### config.mk
export PLATFORM = sky130hd
export DESIGN_NAME = part_sweep_meter
export DESIGN_NICKNAME = d
export VERILOG_FILES = /design/src/rtl/part_sweep_meter.sv
export SDC_FILE = /design/constraint.sdc
export NUM_CORES = 1
export LEC_CHECK = 0
export BUFFER_PORTS_ARGS = -buffer_cell sky130_fd_sc_hd__buf_4
export CORE_ASPECT_RATIO = 0.7
export CORE_MARGIN = 2
export CORE_UTILIZATION = 53
export DETAILED_ROUTE_END_ITERATION = 8
export GPL_TIMING_DRIVEN = 0
export PLACE_DENSITY = 0.79
export SLEW_MARGIN = 25
export SYNTH_ARGS = -nofsm -noshare
export SYNTH_HDL_FRONTEND = slang
export SYNTH_SLANG_ARGS = --single-unit
### constraint.sdc
create_clock -name clk -period 3.5 [get_ports clk]
set_clock_uncertainty 0.1 [all_clocks]
set_input_delay 0 -clock clk [delete_from_list [all_inputs] [get_ports clk]]
set_output_delay 0 -clock clk [all_outputs]
set_load 0.02 [all_outputs]
### src/rtl/part_sweep_meter.sv
// part_sweep_meter: drives every pattern to an exact/approximate partition
// pair, accumulates error metrics and streams each sampled approx output.
module part_sweep_meter #(
  parameter int NI     = 5,
  parameter int NO     = 3,
  parameter int SETTLE = 1
) (
  input  logic                      clk,
  input  logic                      rst_n,
  input  logic                      start,
  input  logic                      abort,
  output logic [NI-1:0]             pi_o,
  input  logic [NO-1:0]             po_exact,
  input  logic [NO-1:0]             po_approx,
  output logic                      busy,
  output logic                      done,
  output logic                      res_valid,
  output logic [NI:0]               err_cnt,
  output logic [NO-1:0]             max_abs_err,
  output logic [NO+NI-1:0]          sum_abs_err,
  output logic [NI+$clog2(NO+1)-1:0] ham_sum,
  output logic                      cap_valid,
  output logic [NI-1:0]             cap_idx,
  output logic [NO-1:0]             cap_po
);

  localparam int SW = (SETTLE > 1) ? $clog2(SETTLE) : 1;
  localparam int PW = $clog2(NO + 1);
  localparam int HW = NI + PW;
  localparam logic [NI-1:0] LAST = '1;
  localparam logic [SW-1:0] CMAX = SW'(SETTLE - 1);

  typedef enum logic [1:0] {
    S_IDLE,
    S_HOLD,
    S_SAMPLE,
    S_DONE
  } state_t;

  state_t st, nxt;

  logic [NI-1:0] idx;
  logic [SW-1:0] cnt;
  logic [NO:0]   ex_w, ap_w, ad;
  logic [NO-1:0] xd;
  logic [PW-1:0] pc;
  logic          smp;

  always_comb begin
    nxt = st;
    unique case (st)
      S_IDLE:   if (start) nxt = S_HOLD;
      S_HOLD:   if (cnt == CMAX) nxt = S_SAMPLE;
      S_SAMPLE: nxt = (idx == LAST) ? S_DONE : S_HOLD;
      S_DONE:   nxt = S_IDLE;
      default:  nxt = S_IDLE;
    endcase
    if (abort) nxt = S_IDLE;
  end

  always_comb begin
    smp       = (st == S_SAMPLE);
    busy      = (st != S_IDLE);
    done      = (st == S_DONE) && !abort;
    pi_o      = (st == S_HOLD || smp) ? idx : '0;
    cap_valid = smp && !abort;
    cap_idx   = cap_valid ? idx : '0;
    cap_po    = cap_valid ? po_approx : '0;
  end

  // abs error in NO+1 bits, so the subtraction never wraps
  always_comb begin
    ex_w = {1'b0, po_exact};
    ap_w = {1'b0, po_approx};
    ad   = (ex_w >= ap_w) ? ex_w - ap_w : ap_w - ex_w;
    xd   = po_exact ^ po_approx;
    pc   = '0;
    for (int i = 0; i < NO; i++) pc = pc + PW'(xd[i]);
  end

  always_ff @(posedge clk) begin
    if (!rst_n) begin
      st          <= S_IDLE;
      idx         <= '0;
      cnt         <= '0;
      res_valid   <= 1'b0;
      err_cnt     <= '0;
      max_abs_err <= '0;
      sum_abs_err <= '0;
      ham_sum     <= '0;
    end else begin
      st <= nxt;
      if (abort) begin
        res_valid <= 1'b0;
      end else begin
        unique case (st)
          S_IDLE: if (start) begin
            idx         <= '0;
            cnt         <= '0;
            res_valid   <= 1'b0;
            err_cnt     <= '0;
            max_abs_err <= '0;
            sum_abs_err <= '0;
            ham_sum     <= '0;
          end
          S_HOLD: cnt <= (cnt == CMAX) ? '0 : cnt + SW'(1);
          S_SAMPLE: begin
            err_cnt     <= err_cnt + (NI+1)'(|xd);
            sum_abs_err <= sum_abs_err + (NO+NI)'(ad);
            ham_sum     <= ham_sum + HW'(pc);
            if (ad > {1'b0, max_abs_err})
              max_abs_err <= ad[NO-1:0];
            if (idx != LAST) idx <= idx + NI'(1);
            else res_valid <= 1'b1;
          end
          default: ;
        endcase
      end
    end
  end

endmodule

==> summary.txt <==
Status
  • Result of the run: completed

Synthesis
  • Count of state elements after synthesis: 32
  • Proportion of synthesized chip area in sequential cells: 30.44%
  • Share of synthesized cell area in full adder, half adder and majority cells: 18.79%
  • Cell variety after synth: 38
  • Yosys warns: 0
  • Mux contribution to synthesized area: 3.389%
  • Synth Net Count: roughly 280
  • Simple-Gate Fraction of Synth Area: between 20% and 30%
  • Netlist Area Pre-Place: 2105 um2
  • Post-Synth XOR/XNOR Area: 4.994%
  • Fraction of the mapped netlist area in compound gates: 12.72%
  • Cells after synthesis: ~240
  • Post-synthesis area per instance: 8.661 um2
  • Largest family of logic cells by synthesized area: simple AND/OR/NAND/NOR gates

Critical path
  • Largest stage delay, worst path: ~0.42 ns
  • Setup slack, reg-to-reg: 1.02 ns
  • Top delay family on crit path: adder cells
  • Cell Chain, Critical Path: buf_4, inv_1, ha_1, inv_1, fa_1, inv_1, fa_1, mux2i_1, ha_1, nand3_1, o21ai_0, o21ai_0, o21a_1, mux2i_1
  • Worst reg2reg path startpoint: ham_sum[0]
  • Arrival time of the worst setup path: 2.65 ns
  • Most used cell along the critical path: sky130_fd_sc_hd__inv_1
  • Critical Path Source Type: input pin
  • Worst Setup End Kind: register
  • Reg-to-reg endpoint: ham_sum[4]
  • Crit path required time: 3.62 ns
  • Critical path class: input pin to register
  • Worst-path fanout max: 3
  • CP startpoint: po_exact[0]
  • Register-to-Register Path Depth: 10
  • Critical-path cell with the highest stage delay: sky130_fd_sc_hd__fa_1
  • Crit path buffers/inverters: 4

Floorplan
  • Die extent in x: slightly below 80 um
  • Height of the chip: ~57 um
  • Top Ports: 51
  • Total Die Area: 4499 um2
  • Starting density of the core: between 50% and 60%
  • Core Area: 3875 um2
  • Rows: 19

CTS
  • Setup Buffers After CTS: 0
  • TritonCTS clock tree: yes
  • Number of clock sinks seen by CTS: 32
  • Source-to-sink clock delay at the later pin of the worst-skew pair: 0.29 ns
  • Cts-stage hold buffer count: 4
  • Worst-path clk slew: 0.07 ns
  • Buffer type at the clock tree root: sky130_fd_sc_hd__clkbuf_8
  • TritonCTS Buffers: 5
  • Number of buffers between clock root and the deepest sink: 2
  • H-tree depth reported by CTS: 2
  • Count of cells resized by post-cts repair: 0

Global routing
  • GRT Util Overall: 22.99%
  • Most utilized layer in the global route result: met2
  • Met2 demand-to-capacity share in global routing: about two fifths
  • Pin count of the biggest net entering global routing: 12
  • Met1 GRT Util: 28.26%
  • First-pass GRT wire length: between 8000 and 9000 um
  • Via count of the first global-routing pass: ~1900
  • Final global-route overflow total: 0
  • Met3 Resource Use GR: around 4.7%
  • Number of antenna violations at the first check in global routing: 0

Finish
  • Area Growth Syn to Fin: 26.99%
  • Most frequent cells in the layout: sky130_fd_sc_hd__buf_4, sky130_fd_sc_hd__dfxtp_1, sky130_fd_sc_hd__inv_1
  • Nets@finish: between 300 and 400
  • Most frequent standard cell in the layout excluding fill and tap cells: sky130_fd_sc_hd__buf_4
  • Fin util: between 60 and 70%
  • Share of layout cells above drive strength 1: 21.97%
  • # diodes: 0

Detailed routing
  • Via count normalized by instance count: 5.193
  • Total DRC errors in the routed layout: 0
  • Vias: between 1500 and 2000
  • Final antenna-violating net count: 0
  • Detailed Route Iter0 Violations: 30
  • Detailed-routing iteration count for the pre-antenna-repair pass: 4
  • Total routed wirelength: between 4000 and 5000 um
  • Mean routed wirelength per cell: 12.88 um

Pwr
  • Power per standard cell area: between 200 and 300 nW/um2
  • Power Internal: 565.0 uW
  • Net switching share of the total power: 28.54%
  • Sequential share of power: 46.4%
  • Fraction of power consumed by the clock network: 35.5%
  • Net switching power: around 230 uW
  • Leakage power figure: 1.245 nW
  • Peak supply drop: about 0.25 mV
  • Relative contribution of combinational cells to total power: 18.1%

Timing
  • Final setup vio count: 0
  • Measured slew at the worst slew-check pin: 0.4737 ns
  • Min Tclk post-route: between 2 and 3 ns
  • RSZ-0062 raised after global routing: no
  • Max Slew Vio Count: 0
  • Share of the cycle needed by the critical path after routing: 72.37%
  • Endpoints failing hold: 0
  • Slew headroom: between 60% and 70%
  • Maximum clock frequency: about 390 MHz
  • Total negative slack: 0 ns

Worst hold path
  • Hold Path Cell Cnt: 5
  • Hold path startpoint: po_approx[0]
  • Type of the worst min-delay path: input pin to register
  • Endpoint of the worst hold-timing path: max_abs_err[0]

Place
  • Final weighted congestion in routability-driven placement: 0.8120
  • Half-perimeter wire length after placement: 3570 um
  • IO Port Bufs: 50

Run
  • Max cap viols: 0
-- synthesized netlist by cell type --
| master | instances | share of area (%) |
|---|---|---|
| sky130_fd_sc_hd__dfxtp_1 | 32 | 30 |
| sky130_fd_sc_hd__inv_1 | 28 | 5.0 |
| sky130_fd_sc_hd__ha_1 | 22 | 13 |
| sky130_fd_sc_hd__nand2_1 | 17 | 3.0 |
| sky130_fd_sc_hd__and2_1 | 16 | 4.8 |
| sky130_fd_sc_hd__a21oi_1 | 15 | 3.6 |
| sky130_fd_sc_hd__nor2_1 | 12 | 2.1 |
| sky130_fd_sc_hd__nor2b_1 | 10 | 3.0 |
| sky130_fd_sc_hd__nand3_1 | 9 | 2.1 |
| sky130_fd_sc_hd__o21ai_0 | 9 | 2.1 |
| sky130_fd_sc_hd__a22oi_1 | 7 | 2.5 |
| sky130_fd_sc_hd__xor2_1 | 7 | 2.9 |
| sky130_fd_sc_hd__fa_1 | 6 | 5.7 |
| sky130_fd_sc_hd__mux2i_1 | 6 | 2.9 |
| sky130_fd_sc_hd__a21o_1 | 5 | 1.8 |
| sky130_fd_sc_hd__or3_1 | 5 | 1.5 |
| sky130_fd_sc_hd__xnor2_1 | 5 | 2.1 |
| sky130_fd_sc_hd__clkbuf_1 | 4 | 0.71 |
| sky130_fd_sc_hd__nand2b_1 | 3 | 0.89 |
| sky130_fd_sc_hd__nand4_1 | 3 | 0.89 |
| sky130_fd_sc_hd__and3_1 | 2 | 0.59 |
| sky130_fd_sc_hd__buf_2 | 2 | 0.48 |
| sky130_fd_sc_hd__nand3b_1 | 2 | 0.71 |
| sky130_fd_sc_hd__o22ai_1 | 2 | 0.59 |
| sky130_fd_sc_hd__a211oi_1 | 1 | 0.36 |
| sky130_fd_sc_hd__a21boi_0 | 1 | 0.36 |
| sky130_fd_sc_hd__a21oi_2 | 1 | 0.42 |
| sky130_fd_sc_hd__a311oi_1 | 1 | 0.42 |
| sky130_fd_sc_hd__buf_6 | 1 | 0.54 |
| sky130_fd_sc_hd__mux2_2 | 1 | 0.54 |
| sky130_fd_sc_hd__nand2b_4 | 1 | 0.65 |
| sky130_fd_sc_hd__nand4b_1 | 1 | 0.42 |
| sky130_fd_sc_hd__nor2_2 | 1 | 0.30 |
| sky130_fd_sc_hd__nor3_1 | 1 | 0.24 |
| sky130_fd_sc_hd__nor4_4 | 1 | 1.0 |
| sky130_fd_sc_hd__nor4b_2 | 1 | 0.71 |
| sky130_fd_sc_hd__o21a_1 | 1 | 0.36 |
| sky130_fd_sc_hd__o21ai_1 | 1 | 0.24 |
-- sequential cells by signal (all words and copies together), names as in the netlist --
register / cells
err_cnt: 6
ham_sum: 7
idx: 5
max_abs_err: 3
res_valid: 1
st: 2
sum_abs_err: 8
-- power by group through the flow --
stage	combinational (mW)	sequential [mW]	clock [mW]
finish	0.143	0.367	0.281
global route	0.165	0.367	0.300
CTS	0.144	0.367	0.287
detailed placement	0.138	0.375	0
global placement	0.134	0.375	0
floorplan	0.0979	0.376	0
-- worst register-to-register path, delay by kind of cell (launching register included) --
family	cells	cell delay (ns)
buffers and inverters	3	0.20
DFF	1	0.37
adders and majority gates	3	1.01
xor gates and xnor gates	1	0.13
and+or+nand+nor	3	0.58
-- stage by stage --
step / setup WS, ns / cells / area [um2] / hold slack (ns) / power (mW)
floorplan: 0.9868 / 243 / 2105 / -0.02189 / 0.4737
global placement: 0.7054 / 345 / 2545 / 0.1944 / 0.5093
detailed placement: 0.6468 / 345 / 2545 / 0.1954 / 0.5138
CTS: 0.9472 / 357 / 2673 / 0.2029 / 0.7975
global route: 0.6805 / 357 / 2673 / 0.2456 / 0.8323
finish: 0.9672 / 357 / 2673 / 0.2072 / 0.7907
-- metal layers --
metal / vias up / part of all wire (%)
met1: 864 / 47
met2: 47 / 47
met4: 0 / 1.2
met3: 8 / 4.7
li1: 935 / -
met5: - / 0
-- cells by family after synthesis --
| group | count (synthesis) |
|---|---|
| AND/OR/NAND/NOR | 85 |
| flip-flops | 32 |
| multiplexers | 7 |
| XOR/XNOR | 12 |
| buffers and inverters | 35 |
| adder cells (fa/ha/maj) | 28 |
| AO/OA/AOI/OAI | 44 |
-- cell type report --
| cell class | count | area [um2] |
|---|---|---|
| multi-input cells | 176 | 1323 |
| fillers | 319 | 1202 |
| flip-flops and latches | 32 | 640.6 |
| repair buffers | 54 | 415.4 |
| inverters | 28 | 105.1 |
| clock buffers | 5 | 68.82 |
| well taps | 52 | 65.06 |
| plain buffers | 7 | 36.28 |
| clock inverters | 3 | 18.77 |
-- how the worst max path moves through the flow --
stage,endpoint,slack [ns],cells past startpoint
2_1_floorplan,sum_abs_err[7],0.99,14
3_3_place_gp,sum_abs_err[7],0.71,15
3_5_place_dp,max_abs_err[1],0.65,14
4_1_cts,max_abs_err[1],0.95,14
5_1_grt,max_abs_err[2],0.68,14
6_report,max_abs_err[1],0.97,14
Note: power is estimated with default switching activity, not from simulation.
